$ cat src/rtl/rx_frame_sequencer.sv
// rx_frame_sequencer
//   Receive-path controller for the decoder_cordic_cdr datapath. Releases the
//   datapath from reset, produces the per-sample eoc strobe that gates the
//   ADC samples onto i_if/q_if, then hunts the recovered bit stream for the
//   SFD, captures the PHY length byte and delivers the PSDU bytes.
//
// Ports
//   clk, reset           system clock, async active-high reset
//   rx_en                receiver enable (level)
//   adc_i, adc_q         raw 4-bit ADC samples
//   dp_reset_n           active-low reset to the datapath
//   eoc, i_if, q_if      sample strobe and gated samples to the datapath
//   data_out, cdr_flag   recovered bit and its qualifying strobe
//   byte_out, byte_valid PSDU byte and strobe
//   frame_len            length field of the current frame
//   sfd_found, frame_done, timeout   one-cycle status pulses
//   busy                 state != IDLE
module rx_frame_sequencer #(
  parameter int unsigned DIV          = 5,
  parameter int unsigned WARMUP       = 32,
  parameter int unsigned SYNC_TIMEOUT = 1024,
  parameter logic [7:0]  SFD          = 8'hA7
) (
  input  logic       clk,
  input  logic       reset,
  input  logic       rx_en,
  input  logic [3:0] adc_i,
  input  logic [3:0] adc_q,
  output logic       dp_reset_n,
  output logic       eoc,
  output logic [3:0] i_if,
  output logic [3:0] q_if,
  input  logic       data_out,
  input  logic       cdr_flag,
  output logic [7:0] byte_out,
  output logic       byte_valid,
  output logic [6:0] frame_len,
  output logic       sfd_found,
  output logic       frame_done,
  output logic       timeout,
  output logic       busy
);

  localparam int unsigned WW = (WARMUP > 1) ? $clog2(WARMUP) : 1;
  localparam int unsigned TW = (SYNC_TIMEOUT > 1) ? $clog2(SYNC_TIMEOUT) : 1;

  typedef enum logic [2:0] {IDLE, WARMUP_S, HUNT, LEN, RECV} state_t;

  state_t         state, state_n;
  logic [3:0]     cnt, cnt_n;
  logic [WW-1:0]  warm_cnt, warm_n;
  logic [TW-1:0]  to_cnt, to_n;
  // Only the 7 most recent bits are kept; the incoming bit completes the byte.
  logic [6:0]     sr, sr_n;
  logic [7:0]     shift;
  logic [2:0]     bit_cnt, bit_n;
  logic [6:0]     remaining, rem_n;
  logic           eoc_n, bv_n, sfd_n, done_n, to_pulse_n;
  logic [3:0]     i_n, q_n;
  logic [7:0]     byte_out_n;
  logic [6:0]     frame_len_n;

  always_comb begin
    state_n     = state;
    cnt_n       = '0;
    eoc_n       = 1'b0;
    i_n         = '0;
    q_n         = '0;
    warm_n      = warm_cnt;
    to_n        = to_cnt;
    sr_n        = sr;
    bit_n       = bit_cnt;
    rem_n       = remaining;
    byte_out_n  = byte_out;
    frame_len_n = frame_len;
    bv_n        = 1'b0;
    sfd_n       = 1'b0;
    done_n      = 1'b0;
    to_pulse_n  = 1'b0;
    shift       = {data_out, sr};

    if (state == IDLE) begin
      warm_n = '0;
      to_n   = '0;
      sr_n   = '0;
      bit_n  = '0;
      rem_n  = '0;
      if (rx_en) state_n = WARMUP_S;
    end else if (!rx_en) begin
      state_n = IDLE;
    end else begin
      case (state)
        WARMUP_S: begin
          if (eoc) begin
            if (warm_cnt == WW'(WARMUP - 1)) begin
              state_n = HUNT;
              sr_n    = '0;
              to_n    = '0;
            end else begin
              warm_n = warm_cnt + WW'(1);
            end
          end
        end
        HUNT: begin
          if (cdr_flag) sr_n = shift[7:1];
          // SFD match takes precedence over a coincident timeout.
          if (cdr_flag && shift == SFD) begin
            sfd_n   = 1'b1;
            state_n = LEN;
            bit_n   = '0;
          end else if (eoc) begin
            if (to_cnt == TW'(SYNC_TIMEOUT - 1)) begin
              to_pulse_n = 1'b1;
              state_n    = IDLE;
            end else begin
              to_n = to_cnt + TW'(1);
            end
          end
        end
        LEN: begin
          if (cdr_flag) begin
            sr_n  = shift[7:1];
            bit_n = bit_cnt + 3'd1;
            if (bit_cnt == 3'd7) begin
              frame_len_n = shift[6:0];
              if (shift[6:0] == 7'd0) begin
                done_n  = 1'b1;
                state_n = HUNT;
                sr_n    = '0;
                to_n    = '0;
              end else begin
                rem_n   = shift[6:0];
                state_n = RECV;
              end
            end
          end
        end
        RECV: begin
          if (cdr_flag) begin
            sr_n  = shift[7:1];
            bit_n = bit_cnt + 3'd1;
            if (bit_cnt == 3'd7) begin
              byte_out_n = shift;
              bv_n       = 1'b1;
              rem_n      = remaining - 7'd1;
              if (remaining == 7'd1) begin
                done_n  = 1'b1;
                state_n = HUNT;
                sr_n    = '0;
                to_n    = '0;
              end
            end
          end
        end
        default: state_n = IDLE;
      endcase
    end

    // Sample timer runs only while the datapath is released and stays released.
    if (dp_reset_n && state_n != IDLE) begin
      if (cnt == 4'(DIV - 1)) begin
        eoc_n = 1'b1;
        i_n   = adc_i;
        q_n   = adc_q;
      end else begin
        cnt_n = cnt + 4'd1;
      end
    end
  end

  always_ff @(posedge clk or posedge reset) begin
    if (reset) begin
      state      <= IDLE;
      cnt        <= '0;
      warm_cnt   <= '0;
      to_cnt     <= '0;
      sr         <= '0;
      bit_cnt    <= '0;
      remaining  <= '0;
      dp_reset_n <= 1'b0;
      eoc        <= 1'b0;
      i_if       <= '0;
      q_if       <= '0;
      byte_out   <= '0;
      byte_valid <= 1'b0;
      frame_len  <= '0;
      sfd_found  <= 1'b0;
      frame_done <= 1'b0;
      timeout    <= 1'b0;
      busy       <= 1'b0;
    end else begin
      state      <= state_n;
      cnt        <= cnt_n;
      warm_cnt   <= warm_n;
      to_cnt     <= to_n;
      sr         <= sr_n;
      bit_cnt    <= bit_n;
      remaining  <= rem_n;
      dp_reset_n <= (state_n != IDLE);
      eoc        <= eoc_n;
      i_if       <= i_n;
      q_if       <= q_n;
      byte_out   <= byte_out_n;
      byte_valid <= bv_n;
      frame_len  <= frame_len_n;
      sfd_found  <= sfd_n;
      frame_done <= done_n;
      timeout    <= to_pulse_n;
      busy       <= (state_n != IDLE);
    end
  end

endmodule

$ cat config.mk
export PLATFORM = sky130hd
export DESIGN_NAME = rx_frame_sequencer
export DESIGN_NICKNAME = d
export VERILOG_FILES = /design/src/rtl/rx_frame_sequencer.sv
export SDC_FILE = /design/constraint.sdc
export NUM_CORES = 1
export LEC_CHECK = 0
export CAP_MARGIN = 10
export CORE_ASPECT_RATIO = 1.5
export CORE_MARGIN = 4
export CORE_UTILIZATION = 45
export CTS_BUF_LIST = sky130_fd_sc_hd__clkbuf_8
export CTS_CLUSTER_DIAMETER = 30
export DETAILED_ROUTE_END_ITERATION = 8
export GPL_TIMING_DRIVEN = 0
export PLACE_DENSITY = 0.76
export SETUP_SLACK_MARGIN = 0.02
export SKIP_LAST_GASP = 1
export SLEW_MARGIN = 20
export SYNTH_ARGS = -nofsm -noshare
export SYNTH_HDL_FRONTEND = slang
export SYNTH_SLANG_ARGS = --single-unit
$ cat constraint.sdc
create_clock -name clk -period 3.9 [get_ports clk]
set_input_delay 0.585 -clock clk [delete_from_list [all_inputs] [get_ports clk]]
set_output_delay 0.585 -clock clk [all_outputs]
set_load 0.02 [all_outputs]
* Word-level counts from Yosys, hierarchy flattened *
Index checks and enable logic that the tools add are counted.

storage, ports and cells
  output and inout port bits = 30
  input port bits = 13
  logic and storage cells = 159
  memories kept = 0
  ROM bits = 0
  latch bits = 0
  bits in registers = 68
  bits in writable memories = 0

operators by class
  equal/unequal tests = 26
  divide/modulo/power cells = 0
  magnitude comparators = 0
  $mul = 0
  shifts and indexed selects = 0
  mux-type cells = 91
  add/sub/neg operators = 5
  bitwise logic cells = 1
  reductions and logical operators = 19

operators by type and width
  kind                                                                   number
  10-bit 2-to-1 mux                                                      13
  7-bit 2-to-1 mux                                                       18
  3-bit 2-to-1 mux                                                       18
  3-bit != test, second input constant                                   14
  10-bit case mux with 4 select lines                                    1
  7-bit case mux with 4 select lines                                     1
  1-bit 2-to-1 mux                                                       25
  5-bit 2-to-1 mux                                                       5
  4-bit 2-to-1 mux                                                       6
  7-bit case mux with 2 select lines                                     1
  7-bit AND reduction                                                    2
  13-bit AND reduction                                                   1
  3-bit case mux with 4 select lines                                     1
  10-bit by 1-bit adder with 10-bit output, second input constant        1
  10-bit equality test, second input constant                            1
  5-bit AND reduction                                                    2
  3-bit nonzero test                                                     3
  8-bit equality test, second input constant                             1
  4-bit AND reduction                                                    2
  7-bit by 1-bit equality test with 1-bit output, second input constant  1
  7-bit zero test                                                        1
  7-bit by 1-bit subtractor with 7-bit output, second input constant     1
  3-bit by 2-bit equality test with 1-bit output, second input constant  2
  3-bit equality test, second input constant                             2
  other kinds (16)                                                       19

* Logic depth before layout (Yosys ltp) *
Gate-level depths: netlist of the first run.

  depth in word-level cells = 10
  gate-level depth with buffers = 9
  mapped depth without buffers = 8

* Worst setup path after synthesis of the first run *
No wires, ideal clock.

  kind = register -> register
  start = register warm_cnt[0]
  end = register cnt[0]
  data required time = 3774 ps
  library setup time = 126 ps
  stages on the path, launching flop included = 10
  period minus slack after synthesis = 2227 ps
  path buffers = 1
  data arrival time = 2101 ps
  setup slack = 1673 ps
  cells stage by stage = dfrtp_1 ha_1 and3_1 ha_1 and3b_1 a31oi_1 o32ai_1 o31ai_1 buf_2 a21oi_1

on the way
  word-level cells in the longest chain between the ends = 9

RTL lines
  what                                RTL line  RTL
  from (decl)                         51        logic [WW-1:0] warm_cnt, warm_n;
  from (signal assigned)              194       warm_cnt <= warm_n;
  5-bit equality test                 95        if (warm_cnt == WW'(WARMUP - 1)) begin
  3-bit 2-to-1 mux                    95
  3-bit 2-to-1 mux                    94        if (eoc) begin
  3-bit case mux with 4 select lines  92        case (state)
  3-bit 2-to-1 mux                    89        end else if (!rx_en) begin
  3-bit 2-to-1 mux                    82        if (state == IDLE) begin
  3-bit nonzero test                  160       if (dp_reset_n && state_n != IDLE) begin
  1-bit logical AND                   160
  4-bit 2-to-1 mux                    160
  via cnt_n[0]                        50        logic [3:0] cnt, cnt_n;
  to (signal assigned)                193       cnt <= cnt_n;
  to (decl)                           50

The timed path passes the listed nets, and every way through them passes these cells.
A chain may end at the register's enable or synchronous reset.

* Worst setup path in the final report of the first run *
  start = register warm_cnt[0]
  end = register i_if[1]

on the way
  word-level cells in the longest chain between the ends = 9

RTL lines
  what                                RTL line  RTL
  5-bit equality test                 95
  3-bit 2-to-1 mux                    95
  3-bit 2-to-1 mux                    94
  3-bit case mux with 4 select lines  92
  3-bit 2-to-1 mux                    89
  3-bit 2-to-1 mux                    82
  3-bit nonzero test                  160
  1-bit logical AND                   160
  4-bit 2-to-1 mux                    160
  via i_n[1]                          59        logic [3:0] i_n, q_n;
  to (signal assigned)                201       i_if <= i_n;
  to (decl)                           31        output logic [3:0] i_if,

The timed path passes the listed nets, and every way through them passes these cells.

==> flow_summary.json, run 1 <==
{
  "status": "complete, no violations",
  "synth-simple-area-share_pct": 17.7,
  "worst-path-buf-inv": 1,
  "p_int_uw": 1020,
  "critical_path.slowest_cell": "o31ai_1",
  "multi_input_area_sq_mm": 0.00159,
  "synth_compound_area_share_pct": 17.7,
  "hold_viol_final": 0,
  "setup_ws_ns": 1.19,
  "crit_path_cell_trace": "ha_1 -> and3_1 -> ha_1 -> and3b_1 -> a31oi_1 -> o32ai_1 -> o31ai_1 -> buf_2 -> a21oi_1",
  "finalInstanceArea_sq_mm": 0.00418,
  "place_congestion": 0.870,
  "required_ns": 4.14,
  "synthAdderAreaFrac_pct": 3.28,
  "synth_edf_count": 0,
  "grtUsageTotal_pct": 18.4,
  "finalWirelength_mm": 7.53,
  "syn_area_sq_mm": 0.00344,
  "cap_violations": 0,
  "dieWidth_microns": 79.4,
  "dp_slack_ns": 0.950,
  "grt_pass1_wl_mm": 12.9,
  "swShare_pct": 23.6,
  "syn-num-nets": 358,
  "cts_setup_buffers": 0,
  "die_y_microns": 115,
  "cts_hold_buffers": 0,
  "dieArea_sq_mm": 0.00913,
  "clock_latency_ns": 0.36,
  "grt_pass1_vias": 2745,
  "synth_commonest_cells": "68 x dfrtp_1, 33 x nand2_1, 31 x nor2_1",
  "htree_levels": 3,
  "finalMaxSlewViolations": 0,
  "antenna_cells": 0,
  "placed_cells": 478,
  "clock_path_buffers": 2,
  "rsz0062_at_grt": "no",
  "synth_top_family_by_area": "compound AO/OA/AOI/OAI gates",
  "max_clock_freq_mhz": 369,
  "drtPass1Iterations": 4,
  "muxShareOfSynthArea_pct": 6.41,
  "timing.final.crit_share_pct": 69.6,
  "syn_inst": 336,
  "synth_area_leaders": "dfrtp_1 50%, mux2_2 5.2%, a21oi_1 3.6%, nand2_1 3.6%, nor2_1 3.4%",
  "comb_power_share_pct": 5.7,
  "crit_type": "register to register",
  "hold_ws_ns": 0.510,
  "post_cts_resized": 0,
  "rows": 38,
  "drt_iter0_markers": 130,
  "power_frac_seq_pct": 53.1,
  "finalNonFillerCells": 493,
  "critPathLaunchType": "register",
  "yosys.area.top_type": "dfrtp_1",
  "grt_max_degree": 42,
  "path_common_cell": "ha_1",
  "synth_top_area_share_pct": 49.5,
  "seqCellArea_sq_mm": 0.00170,
  "drive_gt1_share_pct": 15.5,
  "synth.most_common_cell": "dfrtp_1",
  "vdd_drop_max_mv": 0.247,
  "final_nets": 411,
  "powerDensity_mw_per_mm2": 321,
  "yosysSeqAreaShare_pct": 49.5,
  "clockPowerShare_pct": 41.2,
  "cts-root-buf": "clkbuf_8",
  "wl_per_cell_microns": 15.3,
  "cts_tree": "built",
  "finClkSkew_ns": 0.00791,
  "relSlewSlack_pct": 46.1,
  "cts_inserted_buffers": 9,
  "antenna_found_initial": 0,
  "area_delta_synth_final_pct": 21.5,
  "vias": 2784,
  "start_util_pct": 46.9,
  "critical-path-top-delay-family": "compound AO/OA/AOI/OAI gates",
  "placed_cell_area_sq_mm": 0.00400,
  "endpoint_kind": "register",
  "net-switching-power_uw": 317,
  "clk_transition_reported_paths_ns": 0.07,
  "post-route-drc-count": 0,
  "tns_ns": 0,
  "grt_overflow": 0,
  "ys_warn_count": 0,
  "core_region_area_sq_mm": 0.00732,
  "fillers": 643,
  "clock_sinks": 68,
  "yosys_most_used_dff": "dfrtp_1",
  "synth_xor_area_share_pct": 1.27,
  "p_leak_uw": 0.00193,
  "cp_data_arrival_time_ns": 2.95,
  "avgViaCountPerCell": 5.65,
  "port_buffers": 41,
  "ys_ff_latch": 68,
  "synthArstFlopShare_pct": 100,
  "period_minus_slack_ns": 2.71,
  "worst_slew_pin_slew_ns": 0.802,
  "ant_nets": 0,
  "cp_max_fo": 10,
  "avgSynthCellArea_sq_um": 10.2,
  "setup_viol": 0,
  "synth.distinct_cells": 57,
  "ios": 43,
  "hpwl_mm": 5.35,
  "hold_path.class": "register to register",
  "max_stage_delay_ns": 0.67
}
## power by group through the flow
| stage | Sequential (uW) | Clock [uW] | Combinational, uW |
|---|---|---|---|
| floorplan | 725 | 0 | 45.9 |
| global placement | 725 | 0 | 73.5 |
| detailed placement | 725 | 0 | 77.5 |
| CTS | 712 | 565 | 78.0 |
| global route | 712 | 601 | 86.4 |
| finish | 712 | 553 | 76.7 |
## state kept, by name, indices dropped and copies added (netlist names)
register / flops
bit_cnt: 3
busy: 1
byte_out: 8
byte_valid: 1
cnt: 4
eoc: 1
frame_done: 1
frame_len: 7
i_if: 4
q_if: 4
remaining: 7
sfd_found: 1
sr: 7
state: 3
timeout: 1
to_cnt: 10
warm_cnt: 5
## final timing paths
| path | cells past startpoint | slack, ns | start | to |
|---|---|---|---|---|
| hold / removal | 1 | 0.51 | byte_out[3] | byte_out[3] |
| setup / recovery | 9 | 1.19 | warm_cnt[0] | i_if[1] |
| max in group asynchronous | 3 | 2.82 | reset | remaining[4] |
| hold reg to reg | 1 | 0.51 | byte_out[3] | byte_out[3] |
| min in group asynchronous | 2 | 0.55 | reset | q_if[3] |
| setup reg to reg | 9 | 1.19 | warm_cnt[0] | i_if[1] |
## kinds of logic after synthesis
group / count (synthesis)
AO/OA/AOI/OAI: 88
XOR/XNOR: 5
adder cells (fa/ha/maj): 9
buffers and inverters: 29
flip-flops: 68
multiplexers: 20
AND/OR/NAND/NOR: 117
## metrics by stage
stage,total power (uW),util [%]
after floorplan,771,-
after global placement,799,54.3
after detailed placement,803,54.6
after CTS,1350,57.0
after global routing,1400,57.0
final,1340,57.0
## routing by layer
layer / GRT usage (%) / wire length, microns / vias up
met5: 0 / 0 / -
met3: 6.27 / 444 / 14
met4: 8.14 / 165 / 0
met2: 30.0 / 3820 / 85
li1: - / - / 1325
met1: 22.1 / 3100 / 1360
## worst register-to-register path, cell delays in order, from the launching register on
cell and delay (ns):
dfrtp_1 0.41, ha_1 0.22, and3_1 0.19, ha_1 0.22, and3b_1 0.20, a31oi_1 0.14, o32ai_1 0.10, o31ai_1 0.67
buf_2 0.34, a21oi_1 0.09
## placed cells by master (no fill, tap or decap), types with 5 or more instances in the layout
cell type	synthesis	routed
buf_2	5	5
o31ai_1	8	8
a22o_1	8	8
nand4_1	5	5
clkbuf_1	6	6
clkdlybuf4s50_1	0	41
a21oi_1	25	25
inv_1	12	12
nand2_1	33	33
a31oi_1	6	6
dfrtp_1	68	68
nand3_1	13	13
o21ai_0	19	19
nor2_1	31	31
mux2_2	16	16
ha_1	9	9
clkbuf_8	0	9
and3_1	5	5
## final cells by class
type	instances	area share, %
sequential	68	40.7
multi-input combinational	239	38.1
timing repair buffer	42	10.3
tap	100	3.00
clock buffer	9	2.97
buffer	17	2.40
clock inverter	6	1.38
inverter	12	1.14
No activity file was read; power rests on OpenSTA's default activity.
==> inputs of run 2 (changes only) <==
--- a/config.mk
+++ b/config.mk
@@ -13,7 +13,7 @@
 export CTS_CLUSTER_DIAMETER = 30
 export DETAILED_ROUTE_END_ITERATION = 8
 export GPL_TIMING_DRIVEN = 0
-export PLACE_DENSITY = 0.76
+export PLACE_DENSITY = 0.78
 export SETUP_SLACK_MARGIN = 0.02
 export SKIP_LAST_GASP = 1
 export SLEW_MARGIN = 20
==> constraint.sdc (replaced) <==
create_clock -name clk -period 2.4 [get_ports clk]
set_input_delay 0.36 -clock clk [delete_from_list [all_inputs] [get_ports clk]]
set_output_delay 0.36 -clock clk [all_outputs]
set_load 0.02 [all_outputs]
==> flow_summary.json, run 2 (same netlist as run 1, synthesis figures left out) <==
{
  "ant_nets": 0,
  "mostFrequentLayoutCells": "68 x dfrtp_1, 41 x clkdlybuf4s50_1, 32 x nand2_1",
  "clock_sinks": 68,
  "cts_inserted_buffers": 9,
  "endpoint_kind": "register",
  "ios": 43,
  "core_region_area_sq_mm": 0.00732,
  "cp_data_arrival_time_ns": 2.53,
  "dieArea_sq_mm": 0.00913,
  "relSlewSlack_pct": 58.2,
  "powerDensity_mw_per_mm2": 515,
  "vias": 2797,
  "finClkSkew_ns": 0.00699,
  "hpwl_mm": 5.43,
  "critPathLaunchType": "register",
  "post-route-drc-count": 0,
  "cts-root-buf": "clkbuf_8",
  "critical_path.slowest_cell": "dfrtp_1",
  "fin_util_pct": 58.4,
  "grtUsageTotal_pct": 17.8,
  "layout_commonest_cell": "dfrtp_1",
  "grt_pass1_vias": 2755,
  "grt_max_degree": 39,
  "rsz0062_at_grt": "no",
  "cp_max_fo": 10,
  "p_leak_uw": 0.00194,
  "drt_iter0_markers": 190,
  "clk_transition_reported_paths_ns": 0.07,
  "timing.final.crit_share_pct": 93.9,
  "hold_viol_final": 0,
  "rows": 38,
  "largest_register_ffs": 10,
  "wl_per_cell_microns": 15.5,
  "grt_pass1_wl_mm": 12.8,
  "start_util_pct": 46.9,
  "final_nets": 415,
  "vdd_drop_max_mv": 0.431,
  "fillers": 639,
  "grt_overflow": 0,
  "dieWidth_microns": 79.4,
  "port_buffers": 41,
  "hold_path.class": "input pin to register",
  "drive_gt1_share_pct": 19.1,
  "worst-path-buf-inv": 1,
  "setup_ws_ns": 0.146,
  "die_y_microns": 115,
  "antenna_cells": 0,
  "area_delta_synth_final_pct": 24.4,
  "top_regs": "to_cnt (10), byte_out (8)",
  "clock_latency_ns": 0.35,
  "crit_path_cell_trace": "ha_1 -> ha_1 -> and2_4 -> or2_2 -> a31oi_2 -> o21ba_2 -> buf_2 -> a21oi_1",
  "status": "complete, no violations",
  "worst_slew_pin_slew_ns": 0.625,
  "cap_violations": 0,
  "reg2reg_depth": 8,
  "hold_ws_ns": 0.332,
  "dp_slack_ns": -0.273,
  "drtPass1Iterations": 4,
  "finalMaxSlewViolations": 0,
  "crit_type": "register to register",
  "crit_cells": 8,
  "htree_levels": 3,
  "regMostFlops": "to_cnt",
  "max_clock_freq_mhz": 444,
  "critical-path-top-delay-family": "compound AO/OA/AOI/OAI gates",
  "hold_depth": 3,
  "avgViaCountPerCell": 5.62,
  "cts_tree": "built",
  "antenna_found_initial": 0,
  "setup_viol": 0,
  "period_minus_slack_ns": 2.25,
  "clock_path_buffers": 2,
  "path_common_cell": "ha_1",
  "finalWirelength_mm": 7.71,
  "required_ns": 2.67,
  "place_congestion": 0.855,
  "finalPower_uw": 2200,
  "cts_hold_buffers": 0,
  "max_stage_delay_ns": 0.40
}
## run 2: cell count changes in the layout (fill, tap and decap cells not counted), moves of 2 or more
cell | before | now
o31ai_2 | 0 | 2
clkinv_2 | 3 | 0
buf_2 | 5 | 3
o31ai_1 | 8 | 6
ha_1 | 9 | 7
clkbuf_8 | 9 | 12
buf_4 | 2 | 6
clkinvlp_4 | 0 | 2
## run 2: through the flow
step                      instance area (sq um)  TNS [ns]  cells
after global routing                       4270         0    498
final                                      4270         0    498
after CTS                                  4210         0    495
after floorplan                            3440         0    336
after detailed placement                   4000     -2.89    478
after global placement                     3970    -56.00    477
## run 2: area by class of cell
class	count	area [sq um]	share of cell area [%]
multi-input combinational	239	1630	38.2
sequential	68	1700	39.8
timing repair buffer	46	460	10.8
inverter	12	47.5	1.11
clock buffer	12	165	3.86
buffer	17	110	2.58
tap	100	125	2.93
clock inverter	4	32.5	0.761
## run 2: routing by layer
layer  global-route usage (%)  share of wire (%)  vias to the layer above
met5                        0                  0                        -
met4                     9.52                2.3                        0
met3                     2.98                3.7                       17
met2                     30.2                 51                       70
met1                     21.4                 43                     1383
li1                         -                  -                     1327
## run 2: worst min-delay path, delay by kind of cell
family	cells	cell delay [ns]
buf+inv	1	0.16
simple gates	2	0.12
## run 2: report_power, final
part	total (uW)	switching, uW	internal [uW]
Sequential	1160	5.42	1150
Clock	916	453	463
Combinational	128	79.1	49.1
## run 2: path summary, 6_finish.rpt
kind / start / endpoint / slack [ns]
max in group asynchronous: reset / bit_cnt[0] / 1.52
min in group asynchronous: reset / byte_out[7] / 0.34
setup reg to reg: bit_cnt[0] / q_if[1] / 0.15
hold reg to reg: byte_out[5] / byte_out[5] / 0.51
hold / removal: rx_en / timeout / 0.33
setup / recovery: bit_cnt[0] / q_if[1] / 0.15
## run 2: what timing repair did
item / 4_1_cts / 5_1_grt
buffers inserted: 1 / 3
setup endpoints to repair: 16 / 22
pin swaps: 1 / 5
gates resized for setup: 2 / 13
